$ cat src/rtl/lut_mem_pkg.sv
// Shared constants and init-value helper for the lut_mem lookup table.
// Init values are computed wide and narrowed by the caller.
package lut_mem_pkg;

    localparam int LAT_MIN = 1;
    localparam int LAT_MAX = 2;
    localparam int VAL_W   = 64;

    // mode 0: every entry takes the fill word; otherwise entry i holds i
    function automatic logic [VAL_W-1:0] init_val(
        input int                idx,
        input int                mode,
        input logic [VAL_W-1:0]  fill
    );
        if (mode == 0) begin
            return fill;
        end
        return VAL_W'(unsigned'(idx));
    endfunction

endpackage

$ cat src/rtl/lut_mem_rd_pipe.sv
// Read-result pipeline: optional extra stage plus the held output register.
// Output data/err only change when a valid result arrives.
module lut_mem_rd_pipe
    import lut_mem_pkg::*;
#(
    parameter int                DATA_W    = 8,
    parameter int                READ_LAT  = 1,
    parameter logic [DATA_W-1:0] RESET_OUT = '0
) (
    input  logic              clk,
    input  logic              reset,
    input  logic              i_valid,
    input  logic              i_err,
    input  logic [DATA_W-1:0] i_data,
    output logic              o_valid,
    output logic              o_err,
    output logic [DATA_W-1:0] o_data
);

    logic              w_valid;
    logic              w_err;
    logic [DATA_W-1:0] w_data;

    logic              r_out_valid;
    logic              r_out_err;
    logic [DATA_W-1:0] r_out_data;

    if (READ_LAT == LAT_MAX) begin : g_stage
        logic              r_valid;
        logic              r_err;
        logic [DATA_W-1:0] r_data;

        always_ff @(posedge clk or posedge reset) begin
            if (reset) begin
                r_valid <= 1'b0;
                r_err   <= 1'b0;
                r_data  <= '0;
            end else begin
                r_valid <= i_valid;
                r_err   <= i_err;
                r_data  <= i_data;
            end
        end

        assign w_valid = r_valid;
        assign w_err   = r_err;
        assign w_data  = r_data;
    end else begin : g_bypass
        assign w_valid = i_valid;
        assign w_err   = i_err;
        assign w_data  = i_data;
    end

    always_ff @(posedge clk or posedge reset) begin
        if (reset) begin
            r_out_valid <= 1'b0;
            r_out_err   <= 1'b0;
            r_out_data  <= RESET_OUT;
        end else begin
            r_out_valid <= w_valid;
            if (w_valid) begin
                r_out_err  <= w_err;
                r_out_data <= w_data;
            end
        end
    end

    assign o_valid = r_out_valid;
    assign o_err   = r_out_err;
    assign o_data  = r_out_data;

endmodule

$ cat src/rtl/lut_mem.sv
// Flop-based parametrised lookup table with registered read port,
// synchronous write port and out-of-range read flagging.
module lut_mem
    import lut_mem_pkg::*;
#(
    parameter int                ADDR_W    = 4,
    parameter int                DATA_W    = 8,
    parameter int                DEPTH     = 16,
    parameter int                READ_LAT  = 1,
    parameter int                INIT_MODE = 1,
    parameter logic [DATA_W-1:0] FILL      = '1,
    parameter logic [DATA_W-1:0] RESET_OUT = DATA_W'(8'h80)
) (
    input  logic              clk,
    input  logic              reset,
    input  logic              rd_en,
    input  logic [ADDR_W-1:0] rd_addr,
    input  logic              wr_en,
    input  logic [ADDR_W-1:0] wr_addr,
    input  logic [DATA_W-1:0] wr_data,
    output logic [DATA_W-1:0] rd_data,
    output logic              rd_valid,
    output logic              rd_err
);

    if (READ_LAT < LAT_MIN || READ_LAT > LAT_MAX) begin : g_bad_lat
        $error("lut_mem: READ_LAT must be 1 or 2");
    end

    if (DEPTH < 2 || DEPTH > (1 << ADDR_W)) begin : g_bad_depth
        $error("lut_mem: DEPTH must be within 2 .. 2**ADDR_W");
    end

    localparam logic [ADDR_W:0] LIMIT = (ADDR_W+1)'(DEPTH);

    logic [DATA_W-1:0] r_mem [DEPTH];

    logic              w_rd_oob;
    logic              w_wr_ok;
    logic [DATA_W-1:0] w_rd_word;

    assign w_rd_oob = {1'b0, rd_addr} >= LIMIT;
    assign w_wr_ok  = wr_en && ({1'b0, wr_addr} < LIMIT);

    // array is sampled before the write lands: read-first
    assign w_rd_word = w_rd_oob ? FILL : r_mem[rd_addr];

    always_ff @(posedge clk or posedge reset) begin
        if (reset) begin
            for (int i = 0; i < DEPTH; i++) begin
                r_mem[i] <= DATA_W'(init_val(i, INIT_MODE, 64'(FILL)));
            end
        end else if (w_wr_ok) begin
            r_mem[wr_addr] <= wr_data;
        end
    end

    lut_mem_rd_pipe #(
        .DATA_W    (DATA_W),
        .READ_LAT  (READ_LAT),
        .RESET_OUT (RESET_OUT)
    ) u_rd_pipe (
        .clk     (clk),
        .reset   (reset),
        .i_valid (rd_en),
        .i_err   (rd_en & w_rd_oob),
        .i_data  (w_rd_word),
        .o_valid (rd_valid),
        .o_err   (rd_err),
        .o_data  (rd_data)
    );

endmodule

$ cat config.mk
export PLATFORM = sky130hd
export DESIGN_NAME = lut_mem
export DESIGN_NICKNAME = d
export VERILOG_FILES = /design/src/rtl/lut_mem_pkg.sv /design/src/rtl/lut_mem_rd_pipe.sv /design/src/rtl/lut_mem.sv
export SDC_FILE = /design/constraint.sdc
export NUM_CORES = 1
export LEC_CHECK = 0
export CAP_MARGIN = 20
export CELL_PAD_IN_SITES_DETAIL_PLACEMENT = 2
export CELL_PAD_IN_SITES_GLOBAL_PLACEMENT = 2
export CORE_UTILIZATION = 45
export CTS_CLUSTER_SIZE = 8
export DETAILED_ROUTE_END_ITERATION = 12
export GPL_TIMING_DRIVEN = 1
export PLACE_DENSITY = 0.85
export SETUP_SLACK_MARGIN = 0.02
export SLEW_MARGIN = 20
export SYNTH_ARGS = -nofsm -noshare
export SYNTH_HDL_FRONTEND = slang
export SYNTH_SLANG_ARGS = --single-unit
$ cat constraint.sdc
create_clock -name clk -period 5.9 [get_ports clk]
set_input_delay 0.885 -clock clk [delete_from_list [all_inputs] [get_ports clk]]
set_output_delay 0.885 -clock clk [all_outputs]
set_load 0.1 [all_outputs]
==> impl_metrics.yaml <==
routing:
  viasPerCell: 5.92
  drc: 0
  wl_per_cell_um: 27.3
  vias: 3533
  wl_um: 16300
  drtIter0Drc: 214
  drt-pass1-iter-count: 4
  ant_nets: 0
logic_synthesis:
  synthXorXnorAreaFrac_pct: 0
  synthCells: 386
  synth.mux.area_fraction_pct: 36.5
  synthAdderAreaFrac_pct: 0
  avgSynthCellArea_sq_um: 16.2
  mappedNetlistNets: 406
  ys.warnings.count: 0
  netlist_area_sq_mm: 0.00627
  synth_top_family_by_area: "multiplexers"
  ys_seq_area_share_pct: 55.3
  synth_cell_type_count: 27
  synth-compound-area-share_pct: 1.92
  ys_ff_latch: 137
  yosys.area_share.simple_pct: 3.19
finish:
  final_common_cell: "mux2_2"
  stdcell_area_sq_mm: 0.00716
  final_cell_mix: "128 x mux2_2, 104 x dfrtp_1, 33 x dfstp_2"
  layout.nets: 428
  n_antenna_cell: 0
  drive_above_1_share_pct: 52.7
  final_util_pct: 53.4
  area_growth_pct: 14.1
worst_hold_path:
  min_path_type: "reg -> reg"
pwr:
  cellPowerDensity_mw_per_mm2: 405
  p_total_mw: 2.90
  p_sw_uw: 792
  p_clk_share_pct: 34.9
  comb_power_share_pct: 19.5
  leakage_nw: 2.97
  power.internal_mw: 2.11
  p_sw_share_pct: 27.3
  ir_drop_mv: 0.206
  power_frac_seq_pct: 45.7
clock_network:
  hold_buffers: 0
  clk_path_buf_depth: 2
  cts_setup_buffers: 0
  numCtsBuffers: 17
  clock-sinks: 137
  ctsResizeCount: 0
  clock_latency_ps: 430
  cts_root_buf: "clkbuf_16"
  h-tree-depth: 4
  clk_pin_slew_ps: 60
  cts_tree: "built"
global_route:
  first_global_vias: 4143
  grt_max_degree: 67
  grt_first_pass_wirelength_um: 25600
  gr-total-overflow: 0
  grt_antenna_before_repair: 0
  grt_use_total_pct: 25.2
setup_path:
  slowest_delay_ps: 1140
  cp_max_fo: 2
  cp.required_ps: 5020
  startpoint_type: "flop"
  crit_type: "reg -> out"
  cp.buffers_inverters: 1
  crit_path_end_kind: "primary output"
  cp_top_family: "buffers and inverters"
  cp_slowest_cell: "clkdlybuf4s50_1"
  cp_data_arrival_time_ps: 2120
  path_cells: "clkdlybuf4s50_1"
die:
  die-area_sq_mm: 0.0144
  core_sq_mm: 0.0134
  die_y_um: 120
  num_rows: 42
  ios: 30
  die_width_um: 120
  initial_core_util_pct: 46.8
timing:
  fmax_mhz: 333
  rsz0062_at_grt: "false"
  holdWs_ps: 498
  final.period_utilization_pct: 51.0
  fin_crit_ps: 3010
  skew_ps: 8.19
  tightest_slew_ps: 1080
  setup_viol: 0
  fin_tns_setup_ps: 0
  slew_violations: 0
  hold_viol_final: 0
  maxSlewHeadroom_pct: 27.5
run_status:
  outcome: "complete, no violations"
place:
  dpl.hpwl_um: 10600
  place_area_sq_mm: 0.00661
  place_congestion: 0.734
  portBuffers: 28
job:
  maxCapViolCount: 0
flip-flops by register name, indices dropped and copies added (netlist names):
| name | cells |
|---|---|
| r_mem | 128 |
| u_rd_pipe.o_valid | 1 |
| u_rd_pipe.o_data | 8 |
power groups by stage:
stage               registers (mW)  clock network, mW  logic, mW
floorplan                     1.36                  0      0.359
global placement              1.30                  0      0.529
detailed placement            1.33                  0      0.568
CTS                           1.33               1.02      0.575
global route                  1.35               1.06      0.603
finish                        1.32               1.01      0.564
cell usage after synthesis, drive strengths merged:
master	instances	area [sq um]
inv	1	3.75
nor3b	1	12.5
dfstp	33	867
mux2	128	1440
nand2	2	7.51
nand2b	7	43.8
and3	1	6.26
o22ai	8	50.1
dfrtp	104	2600
mux2i	8	80.1
nand3b	3	22.5
or2	1	6.26
nand3	1	5.00
a221oi	8	70.1
and2	1	6.26
mux4	32	766
nor2	18	90.1
buf	18	139
clkbuf	10	47.5
conb	1	3.75
kinds of logic after synthesis:
group,count (synthesis)
mux,168
simple gates,35
other cells,1
compound gates,16
flops,137
buf+inv,29
per-layer routing:
metal / GRT usage (%) / up-vias / wire length [um]
met4: 9.61 / 0 / 268
met3: 4.37 / 21 / 566
met1: 31.7 / 1937 / 6920
met2: 43.2 / 79 / 8510
li1: - / 1496 / -
met5: 0 / - / 0
per-stage QoR:
stage | cells | setup WS [ps]
final | 597 | 2890
after global routing | 597 | 2860
after CTS | 597 | 2870
after detailed placement | 565 | 2710
after global placement | 565 | 2770
after floorplan | 386 | 1400
cell type report:
type / count / area [sq um]
repair buffers: 31 / 298
multi-input cells: 220 / 2610
fillers: 1220 / 6240
clock inverters: 4 / 45.0
clock buffers: 28 / 507
well taps: 176 / 220
flip-flops and latches: 137 / 3470
inverters: 1 / 6.26
final timing paths:
check                                 endpoint                 from  slack [ps]  cells past startpoint
max                                 rd_data[7]  u_rd_pipe.o_data[7]        2890                      1
min                                  r_mem[85]            r_mem[85]         500                      1
max reg2reg                u_rd_pipe.o_data[1]            r_mem[81]        4510                      3
min reg2reg                          r_mem[85]            r_mem[85]         500                      1
max in group asynchronous            r_mem[67]                reset        4120                      3
min in group asynchronous            r_mem[13]                reset         710                      2
Power figures use the tool's default switching activity.
